**src/rtl/aes_pkg.sv**
```systemverilog
// Shared types and constants for the AES stream controller slice.
package aes_pkg;

    localparam int unsigned BLK_W  = 128;
    localparam int unsigned KEY_W  = 256;
    localparam int unsigned MODE_W = 2;

    typedef enum logic [1:0] {
        IDLE   = 2'd0,
        LAUNCH = 2'd1,
        WAIT   = 2'd2
    } state_t;

    localparam logic [MODE_W-1:0] AES128 = 2'b00;
    localparam logic [MODE_W-1:0] AES192 = 2'b01;
    localparam logic [MODE_W-1:0] AES256 = 2'b10;

    localparam logic ENC = 1'b0;
    localparam logic DEC = 1'b1;

    // Configuration snapshot taken on an accepted cfg_load.
    typedef struct packed {
        logic [KEY_W-1:0]  key;
        logic [MODE_W-1:0] mode;
        logic              enc_dec;
        logic              cbc;
    } cfg_t;

endpackage

```
**src/rtl/aes_stream_ctrl_if.sv**
```systemverilog
// Input/output block streams of the AES stream controller.
interface aes_stream_ctrl_if;
    import aes_pkg::*;

    logic             in_valid;
    logic             in_ready;
    logic [BLK_W-1:0] in_data;
    logic             in_last;
    logic             out_valid;
    logic             out_ready;
    logic [BLK_W-1:0] out_data;
    logic             out_last;

    modport master (
        output in_valid, in_data, in_last, out_ready,
        input  in_ready, out_valid, out_data, out_last
    );

    modport slave (
        input  in_valid, in_data, in_last, out_ready,
        output in_ready, out_valid, out_data, out_last
    );

endinterface

```
**src/rtl/aes_chain_unit.sv**
```systemverilog
// CBC chaining state: chain/ct_hold/IV registers plus the pre- and post-core XORs.
module aes_chain_unit
    import aes_pkg::*;
(
    input  logic             clk,
    input  logic             reset,
    input  logic             load,
    input  logic [BLK_W-1:0] iv_in,
    input  logic             accept,
    input  logic             capture,
    input  logic             last,
    input  logic             abort,
    input  logic             enc_dec,
    input  logic             cbc,
    input  logic [BLK_W-1:0] in_data,
    input  logic [BLK_W-1:0] core_out,
    output logic [BLK_W-1:0] blk_in_c,
    output logic [BLK_W-1:0] result_c
);

    logic [BLK_W-1:0] iv_q;
    logic [BLK_W-1:0] chain_q;
    logic [BLK_W-1:0] ct_hold_q;

    assign blk_in_c = (cbc && enc_dec == ENC) ? (in_data ^ chain_q) : in_data;
    assign result_c = (cbc && enc_dec == DEC) ? (core_out ^ chain_q) : core_out;

    // End of message or an abandoned block restarts the chain from the IV.
    always_ff @(posedge clk) begin
        if (reset) begin
            iv_q      <= '0;
            chain_q   <= '0;
            ct_hold_q <= '0;
        end else begin
            if (load) begin
                iv_q    <= iv_in;
                chain_q <= iv_in;
            end else if (abort) begin
                chain_q <= iv_q;
            end else if (capture) begin
                if (last)
                    chain_q <= iv_q;
                else if (cbc)
                    chain_q <= (enc_dec == DEC) ? ct_hold_q : core_out;
            end
            if (accept && cbc && enc_dec == DEC)
                ct_hold_q <= in_data;
        end
    end

endmodule

```
**src/rtl/aes_stream_ctrl.sv**
```systemverilog
// Stream controller around aes_core_gen: block handshake, core launch, chaining,
// result holding register and completion watchdog.
module aes_stream_ctrl
    import aes_pkg::*;
#(
    parameter int unsigned TIMEOUT = 64,
    parameter int unsigned TW      = 7
) (
    input  logic              clk,
    input  logic              reset,
    input  logic              cfg_load,
    input  logic [KEY_W-1:0]  cfg_key,
    input  logic [MODE_W-1:0] cfg_mode,
    input  logic              cfg_enc_dec,
    input  logic              cfg_cbc,
    input  logic [BLK_W-1:0]  cfg_iv,
    aes_stream_ctrl_if.slave  s,
    output logic              busy,
    output logic              err,
    output logic              core_start,
    output logic              core_enc_dec,
    output logic [MODE_W-1:0] core_mode,
    output logic [KEY_W-1:0]  core_key,
    output logic [BLK_W-1:0]  core_data_in,
    input  logic [BLK_W-1:0]  core_data_out,
    input  logic              core_done
);

    // Abort on the cycle that makes err visible TIMEOUT cycles after core_start.
    localparam logic [TW-1:0] WDOG_LAST = TW'(TIMEOUT - 2);

    state_t           state;
    state_t           state_nxt;
    cfg_t             cfg_q;
    logic             cfg_ok;
    logic             last_q;
    logic [TW-1:0]    wdog;
    logic             cfg_take;
    logic             in_ready_c;
    logic             accept;
    logic             capture;
    logic             abort;
    logic             wdog_clr;
    logic             wdog_inc;
    logic [BLK_W-1:0] blk_in_c;
    logic [BLK_W-1:0] result_c;

    assign core_key     = cfg_q.key;
    assign core_mode    = cfg_q.mode;
    assign core_enc_dec = cfg_q.enc_dec;
    assign busy         = (state != IDLE) || s.out_valid;
    assign cfg_take     = cfg_load && !busy;
    assign s.in_ready   = in_ready_c;

    always_ff @(posedge clk) begin
        if (reset)
            state <= IDLE;
        else
            state <= state_nxt;
    end

    always_comb begin
        state_nxt = state;
        unique case (state)
            IDLE:    if (accept) state_nxt = LAUNCH;
            LAUNCH:  state_nxt = WAIT;
            WAIT:    if (capture || abort) state_nxt = IDLE;
            default: state_nxt = IDLE;
        endcase
    end

    // A drain in the same cycle frees the output register for a new acceptance.
    always_comb begin
        in_ready_c = 1'b0;
        accept     = 1'b0;
        capture    = 1'b0;
        abort      = 1'b0;
        wdog_clr   = 1'b0;
        wdog_inc   = 1'b0;
        unique case (state)
            IDLE: begin
                in_ready_c = cfg_ok && (!s.out_valid || s.out_ready);
                accept     = in_ready_c && s.in_valid;
            end
            LAUNCH: wdog_clr = 1'b1;
            WAIT: begin
                wdog_inc = 1'b1;
                capture  = core_done;
                abort    = !core_done && (wdog == WDOG_LAST);
            end
            default: ;
        endcase
    end

    always_ff @(posedge clk) begin
        if (reset) begin
            cfg_q        <= '0;
            cfg_ok       <= 1'b0;
            err          <= 1'b0;
            last_q       <= 1'b0;
            wdog         <= '0;
            core_start   <= 1'b0;
            core_data_in <= '0;
            s.out_valid  <= 1'b0;
            s.out_data   <= '0;
            s.out_last   <= 1'b0;
        end else begin
            core_start <= accept;
            if (cfg_take) begin
                cfg_q  <= '{key: cfg_key, mode: cfg_mode, enc_dec: cfg_enc_dec, cbc: cfg_cbc};
                cfg_ok <= 1'b1;
                err    <= 1'b0;
            end else if (abort) begin
                err <= 1'b1;
            end
            if (accept) begin
                core_data_in <= blk_in_c;
                last_q       <= s.in_last;
            end
            if (wdog_clr)
                wdog <= '0;
            else if (wdog_inc)
                wdog <= wdog + TW'(1);
            if (capture) begin
                s.out_valid <= 1'b1;
                s.out_data  <= result_c;
                s.out_last  <= last_q;
            end else if (s.out_valid && s.out_ready) begin
                s.out_valid <= 1'b0;
            end
        end
    end

    aes_chain_unit u_chain (
        .clk      (clk),
        .reset    (reset),
        .load     (cfg_take),
        .iv_in    (cfg_iv),
        .accept   (accept),
        .capture  (capture),
        .last     (last_q),
        .abort    (abort),
        .enc_dec  (cfg_q.enc_dec),
        .cbc      (cfg_q.cbc),
        .in_data  (s.in_data),
        .core_out (core_data_out),
        .blk_in_c (blk_in_c),
        .result_c (result_c)
    );

endmodule
```
**src/flat_wrapper.sv**
```systemverilog
// flat-port wrapper written by rule: the top's interface ports become plain ports
module aes_stream_ctrl_flat import aes_pkg::*;
#(
    parameter int unsigned TIMEOUT = 64,
    parameter int unsigned TW      = 7
)
  (clk, reset, cfg_load, cfg_key, cfg_mode, cfg_enc_dec, cfg_cbc, cfg_iv, busy, err, core_start, core_enc_dec, core_mode, core_key, core_data_in, core_data_out, core_done, s_in_valid, s_in_data, s_in_last, s_out_ready, s_in_ready, s_out_valid, s_out_data, s_out_last);
  aes_stream_ctrl_if s_i ();
  input  logic clk;
  input  logic reset;
  input  logic cfg_load;
  input  logic [KEY_W-1:0] cfg_key;
  input  logic [MODE_W-1:0] cfg_mode;
  input  logic cfg_enc_dec;
  input  logic cfg_cbc;
  input  logic [BLK_W-1:0] cfg_iv;
  output logic busy;
  output logic err;
  output logic core_start;
  output logic core_enc_dec;
  output logic [MODE_W-1:0] core_mode;
  output logic [KEY_W-1:0] core_key;
  output logic [BLK_W-1:0] core_data_in;
  input  logic [BLK_W-1:0] core_data_out;
  input  logic core_done;
  input wire logic [$bits(s_i.in_valid)-1:0] s_in_valid;
  input wire logic [$bits(s_i.in_data)-1:0] s_in_data;
  input wire logic [$bits(s_i.in_last)-1:0] s_in_last;
  input wire logic [$bits(s_i.out_ready)-1:0] s_out_ready;
  output wire logic [$bits(s_i.in_ready)-1:0] s_in_ready;
  output wire logic [$bits(s_i.out_valid)-1:0] s_out_valid;
  output wire logic [$bits(s_i.out_data)-1:0] s_out_data;
  output wire logic [$bits(s_i.out_last)-1:0] s_out_last;
  assign s_i.in_valid = s_in_valid;
  assign s_i.in_data = s_in_data;
  assign s_i.in_last = s_in_last;
  assign s_i.out_ready = s_out_ready;
  assign s_in_ready = s_i.in_ready;
  assign s_out_valid = s_i.out_valid;
  assign s_out_data = s_i.out_data;
  assign s_out_last = s_i.out_last;
  aes_stream_ctrl #(.TIMEOUT(TIMEOUT), .TW(TW)) u_core (.clk(clk), .reset(reset), .cfg_load(cfg_load), .cfg_key(cfg_key), .cfg_mode(cfg_mode), .cfg_enc_dec(cfg_enc_dec), .cfg_cbc(cfg_cbc), .cfg_iv(cfg_iv), .s(s_i), .busy(busy), .err(err), .core_start(core_start), .core_enc_dec(core_enc_dec), .core_mode(core_mode), .core_key(core_key), .core_data_in(core_data_in), .core_data_out(core_data_out), .core_done(core_done));
endmodule
```
**config.mk**
```make
export PLATFORM = sky130hd
export DESIGN_NAME = aes_stream_ctrl_flat
export DESIGN_NICKNAME = d
export VERILOG_FILES = /design/src/rtl/aes_pkg.sv /design/src/rtl/aes_stream_ctrl_if.sv /design/src/rtl/aes_chain_unit.sv /design/src/rtl/aes_stream_ctrl.sv /design/src/flat_wrapper.sv
export SDC_FILE = /design/constraint.sdc
export NUM_CORES = 2
export LEC_CHECK = 0
export ABC_AREA = 1
export BUFFER_PORTS_ARGS = -buffer_cell sky130_fd_sc_hd__buf_2
export CAP_MARGIN = 20
export CORE_AREA = 2 2 456 458
export DETAILED_ROUTE_END_ITERATION = 7
export DIE_AREA = 0 0 458 460
export SYNTH_ARGS = -nofsm -noshare
export SYNTH_HDL_FRONTEND = slang
export SYNTH_HIERARCHICAL = 1
export SYNTH_SLANG_ARGS = --single-unit
```
**constraint.sdc**
```tcl
create_clock -name clk -period 1.8 [get_ports clk]
set_input_delay 0.09 -clock clk [delete_from_list [all_inputs] [get_ports clk]]
set_output_delay 0.09 -clock clk [all_outputs]
set_load 0.03 [all_outputs]
```
Word-level counts from Yosys, hierarchy flattened
Index checks and enable logic that the tools add are counted.
Storage, ports and cells
  bits in registers: 915
  bits in latches: 0
  memory bits (writable): 0
  bits in read-only memories: 0
  input bits: 651
  output and inout port bits: 521
  memories kept: 0
Cells by class
  add/subtract/negate cells: 1
  $mul: 0
  div/mod/pow operators: 0
  order comparisons: 0
  equality and inequality tests: 5
  shifts and indexed selects: 0
  mux-type cells: 19
  bitwise logic cells: 3
  reductions and logical operators: 24
Operators with widths (number)
  128-bit two-way mux: 8
  128-bit XOR: 2
  1-bit logical AND: 9
  1-bit two-way mux: 8
  7-bit by 1-bit adder with 7-bit output (second input constant): 1
  7-bit by 6-bit equality test with 1-bit output (second input constant): 1
  2-bit case mux with 3 select lines: 1
  2-bit two-way mux: 2
  2-bit AND reduction: 2
  2-bit nonzero test: 2
  4-bit nonzero test: 1
  2-bit OR reduction: 2
  1-bit logical NOT: 3
  1-bit logical OR: 3
  3-bit nonzero test: 1
  2-bit by 1-bit equality test with 1-bit output (second input constant): 1
  2-bit equality test (second input constant): 1
  2-bit logical NOT: 1
  2-bit by 1-bit inequality test with 1-bit output (second input constant): 1
  2-bit inequality test (second input constant): 1
  1-bit inverter: 1

Longest topological paths before layout
  word-level depth: 7
  gate-level depth with buffers: 13

By module
Netlist, hierarchy kept.
Modules (own cells, without submodules)
  aes_chain_unit: times used 1, cells each 3570, area each 22223.8 µm², sequential area each 7687.4 µm²
  aes_stream_ctrl: times used 1, cells each 2842, area each 21038.9 µm², sequential area each 10630.2 µm²

Worst setup path before layout
OpenSTA, ideal clock, no wires.
  kind: register -> register
  from: reg u_core.s.out_valid
  to: reg u_core.u_chain.chain_q[100]
  setup time: 117 ps
  data arrival time: 1990 ps
  path slack: -307 ps
  stages on the path, launching flop included: 13
  path buffers: 5
  path through: dfxtp_1 -> inv_1 -> nand3_1 -> buf_4 -> clkinv_2 -> buf_2 -> buf_2 -> nor2_2 -> clkbuf_1 -> buf_2 -> nand3_1 -> nand2_1 -> a21oi_1
Between the ends
  cells in the longest elaborated chain, start to end: 5
  elaborated cells between the ends (all ways): 7
  classes of those cells: 1 x mux; 6 x reduce/logical
RTL lines
  start, declared: RTL line aes_stream_ctrl_if.sv:21  | output in_ready, out_valid, out_data, out_last
  start signal, assigned: RTL line aes_stream_ctrl.sv:104  | s.out_valid <= 1'b0;
  start signal, assigned: RTL line aes_stream_ctrl.sv:125  | s.out_valid <= 1'b1;
  start signal, assigned: RTL line aes_stream_ctrl.sv:129  | s.out_valid <= 1'b0;
  1-bit logical OR *: RTL line aes_stream_ctrl.sv:51  | assign busy = (state != IDLE) || s.out_valid;
  1-bit logical NOT *: RTL line aes_stream_ctrl.sv:52  | assign cfg_take = cfg_load && !busy;
  1-bit logical AND *: RTL line aes_stream_ctrl.sv:52
  via u_core.cfg_take: RTL line aes_stream_ctrl.sv:38  | logic cfg_take;
  4-bit nonzero test (no source line) / 3-bit nonzero test (equally long branches)
  2-bit AND reduction (no source line)
  end signal, assigned: RTL line aes_chain_unit.sv:39  | chain_q <= iv_q;
  end signal, assigned: RTL line aes_chain_unit.sv:42  | chain_q <= iv_q;
  end signal, assigned: RTL line aes_chain_unit.sv:44  | chain_q <= (enc_dec == DEC) ? ct_hold_q : core_out;
  end, declared: RTL line aes_chain_unit.sv:22  | logic [BLK_W-1:0] chain_q;
The timed path passes the listed nets; every way through them passes the cells marked *.
A chain may end at the register's enable or synchronous reset.

Final worst setup path
  from: reg u_core.wdog[0]
  to: reg u_core.u_chain.chain_q[78]
Between the ends
  cells in the longest elaborated chain, start to end: 5
  elaborated cells between the ends (all ways): 8
  classes of those cells: 1 x eq/ne; 3 x mux; 4 x reduce/logical
RTL lines
  start, declared: RTL line aes_stream_ctrl.sv:37  | logic [TW-1:0] wdog;
  start signal, assigned: RTL line aes_stream_ctrl.sv:123  | wdog <= wdog + TW'(1);
  7-bit by 6-bit equality test with 1-bit output *: RTL line aes_stream_ctrl.sv:89  | abort = !core_done && (wdog == WDOG_LAST);
  1-bit logical AND *: RTL line aes_stream_ctrl.sv:89
  1-bit two-way mux *: RTL line aes_stream_ctrl.sv:80  | unique case (state)
  via u_core.abort: RTL line aes_stream_ctrl.sv:42  | logic abort;
  4-bit nonzero test (no source line) (tied with other cells)
  2-bit AND reduction (no source line) / 128-bit two-way mux (equally long branches)
Marks and branches as above.

==> results by group <==
Cells and area
  – # nets final: 8685
  – Share of layout cells above drive strength 1: 22.7%
  – Final core utilization: 31.0%
  – Layout area overhead: 47.5%

Timing
  – Clock Skew: 0.0572 ns
  – Fin. max-slew vios: 0
  – Rel. slew slack: 56.5%
  – Final hold violation count: 0
  – Worst-Margin Slew: 0.652 ns
  – Fmax: 542 MHz
  – RSZ-0062 raised after global routing: true
  – Post-route setup TNS: -0.708 ns
  – Final setup violation count: 38
  – Fin crit share: 102%
  – Tmin final: 1.84 ns
  – Final WS setup: -0.0442 ns

Floorplan
  – Core box area: 206000 sq um
  – Die W: 458 um
  – Row Count: 167
  – Initial Utilization: 21.0%
  – Num ports: 1172
  – Die Y: 460 um
  – Die area: 211000 sq um

Synthesis
  – Area share of the largest cell type after synthesis: 42.3%
  – YS warnings: 6
  – Ys flop type: dfxtp_1
  – Mean Syn Cell Area: 6.75 sq um
  – Count leader, synth: nand2_1
  – Netlist cell types: 28
  – Top cells by count, synth: 1952 x nand2_1, 915 x dfxtp_1, 788 x inv_1, 783 x a21oi_1, 652 x nor2_1
  – Synthesized netlist cell count: 6412
  – Post-synth EDFFs: 0
  – Largest area contributor in the netlist: dfxtp_1
  – Post-Syn Area: 43300 sq um
  – FF+latch count, synth: 915
  – Register area share after synthesis: 42.3%
  – Area contributors post-synth: dfxtp_1 42%, nand2_1 17%, a21oi_1 9.1%
  – Syn_nets: 7065
  – Ys async rst share: 0%

Hold path
  – Hold Path Class: in -> reg
  – WHS Path Cells: 4
  – Min-delay src: cfg_key[247]
  – Hold Path End: u_core/core_key[247]$_SDFFE_PP0P_

Placed design
  – IO Port Bufs: 1171
  – Final GP Congestion: 0.930
  – DP Wirelength: 168000 um
  – Place WS: -0.111 ns

Pwr
  – Pwr dens: 892 nW/um^2
  – Gate power share: 20.0%
  – Reg power frac: 38.6%
  – Net Sw Power: 17.5 mW
  – Cell leakage power: 29.5 nW
  – Max IR drop VDD: 0.667 mV
  – Net Sw Frac: 30.8%
  – Pwr Total: 56.9 mW
  – Internal: 39.4 mW
  – Clock share of power: 41.4%

GRT
  – First-pass GRT wire length: 314000 um
  – GRT Total Usage: 20.4%
  – Pin count of the biggest net entering global routing: 101
  – Total global routing overflow: 0
  – Initial antenna violation count: 60
  – Number of global-route vias before repair: 43.5k

Detailed routing
  – Final ANT Viol Nets: 0
  – Residual DRC count: 0
  – WL met3: 21000 um
  – Met1 WL: 87300 um
  – Drt total wl: 227000 um
  – Detailed-router iteration count before antenna repair: 8
  – Met2 Wirelength: 103000 um
  – Vias: 46.6k
  – Via-to-Cell Ratio: 4.29
  – DR WL/cell: 20.9 um
  – Top Metal Used: met5
  – 1st-iter DRT viols: 4150

Setup path
  – Top delay family on crit path: buffers and inverters
  – Required @ worst endpoint: 2.42 ns
  – CP Cell Sequence: inv_1, ha_1, nand4_1, inv_2, buf_4, nor2_4, buf_4, buf_16, nand3_1, nand2_1, a21oi_1
  – Max stage delay on crit path: 0.32 ns
  – R2R setup slack: -0.04 ns
  – Crit path DAT: 2.47 ns
  – Most frequent CP cell: buf_4
  – CP startpoint kind: register
  – Critical-path top delay cell: dfxtp_2
  – Worst Path Class, Setup: reg -> reg
  – Maximum net fanout on the critical path: 36
  – Worst r2r src: u_core/wdog[0]$_SDFFE_PP0N_
  – Buf/Inv on CP: 5
  – CP Capture Type: register
  – Crit Reg-Reg Endpoint: u_core/u_chain/chain_q[78]$_SDFFE_PP0P_
  – R2R depth: 11
  – Critical path depth: 11

Status
  – Failing checks: negative setup slack
  – Outcome: complete, but fails checks

Clocking
  – CTS tree: built
  – Clk sinks: 915
  – Max Root-Sink Buffers: 3
  – Worst-path clk slew: 0.06 ns
  – Latest clock arrival within the worst-skew pair: 0.78 ns
  – CTS H-tree lvls: 3
  – CTS root buffer: clkbuf_16
  – Cts bufs inserted: 109

Job
  – Max Cap Viol: 0
-- logic make-up (layout without fill, tap and decap cells) --
group | count (synthesis) | in the layout | share of synthesized area (%)
AO/OA/AOI/OAI | 1045 | 1045 | 12.1
XOR/XNOR | 256 | 256 | 5.18
adder cells (fa/ha/maj) | 2 | 2 | 0.0578
buffers and inverters | 1446 | 3159 | 16.0
flip-flops | 915 | 915 | 42.3
other | 0 | 42 | 0
AND/OR/NAND/NOR | 2748 | 2748 | 24.4
-- worst max-delay path by stage --
stage | startpoint | to
after floorplan | u_core/state[0]$_SDFFE_PP0P_ | u_core/u_chain/ct_hold_q[125]$_SDFFE_PP0P_
after global placement | u_core/wdog[0]$_SDFFE_PP0N_ | u_core/u_chain/chain_q[22]$_SDFFE_PP0P_
after detailed placement | u_core/wdog[0]$_SDFFE_PP0N_ | u_core/u_chain/chain_q[20]$_SDFFE_PP0P_
after CTS | u_core/core_enc_dec$_SDFFE_PP0P_ | u_core/core_data_in[24]$_SDFFE_PP0P_
after global routing | u_core/state[0]$_SDFFE_PP0P_ | u_core/u_chain/chain_q[43]$_SDFFE_PP0P_
final | u_core/wdog[0]$_SDFFE_PP0N_ | u_core/u_chain/chain_q[78]$_SDFFE_PP0P_
-- state kept, by name, summed over array words and instances, names as in the netlist, 2 cells and up --
register / cells
u_core/u_chain/ct_hold_q: 128
u_core/u_chain/iv_q: 128
u_core/s.out_data: 128
u_core/state: 2
u_core/core_data_in: 128
u_core/core_mode: 2
u_core/wdog: 7
u_core/core_key: 256
u_core/u_chain/chain_q: 128
-- what timing repair did --
item / 4_1_cts / 5_1_grt
setup buffers: 13 / 12
hold buffers: 651 / 0
gates cloned: 5 / 5
endpoints found under the hold margin: 906 / 0
gates resized for setup: 71 / 122
setup endpoints to repair: 124 / 352
pin swaps: 21 / 33
-- routing by layer --
layer,global-route usage [%],vias to the layer above
li1,-,22500
met1,23.8,21200
met2,33.1,2376
met3,5.54,503
met4,13.1,18
met5,0,-
-- power groups by stage --
stage          Sequential [mW]  Clock [mW]  Combinational [mW]
4_1_cts                   21.9        24.2                11.0
6_report                  22.0        23.6                11.4
3_3_place_gp              22.4           0                9.48
5_1_grt                   22.1        24.9                12.1
2_1_floorplan             22.7           0                5.28
3_5_place_dp              22.4           0                9.46
-- cells in the final DEF, fill, tap and decap left out, types with 18 or more instances in the layout --
| cell type | n |
|---|---|
| clkinv_2 | 18 |
| buf_2 | 1167 |
| dfxtp_1 | 910 |
| nand3_1 | 133 |
| inv_1 | 785 |
| clkbuf_1 | 24 |
| diode_2 | 42 |
| buf_12 | 89 |
| xnor2_2 | 26 |
| o21ai_0 | 258 |
| nand2_2 | 19 |
| clkbuf_8 | 29 |
| nor2_2 | 52 |
| xnor2_1 | 101 |
| nor2_1 | 590 |
| buf_4 | 214 |
| buf_6 | 18 |
| clkbuf_16 | 115 |
| dlygate4sd3_1 | 651 |
| a21oi_1 | 772 |
| xor2_1 | 128 |
| nand2_1 | 1925 |
-- cell type report --
| type | count | area (sq um) |
|---|---|---|
| fill | 22000 | 142000 |
| multi-input combinational | 4051 | 18700 |
| sequential | 915 | 18300 |
| timing repair buffer | 2163 | 16500 |
| tap | 2704 | 3380 |
| clock buffer | 163 | 3240 |
| inverter | 792 | 3020 |
| clock inverter | 41 | 539 |
| antenna | 42 | 105 |
-- worst min-delay path, stage by stage --
cell and delay (ns):
dlygate4sd3_1 0.52, buf_2 0.09, nand2_1 0.04, a21oi_1 0.10
-- metrics by stage --
stage / instance area, sq um / hold slack [ns] / cells
2_1_floorplan: 43400 / 0.225 / 6412
3_3_place_gp: 52200 / 0.324 / 9942
3_5_place_dp: 52200 / 0.322 / 9942
4_1_cts: 63100 / 0.0165 / 10800
5_1_grt: 63700 / 0.0830 / 10900
6_report: 63800 / 0.135 / 10900
Power figures use the tool's default switching activity.
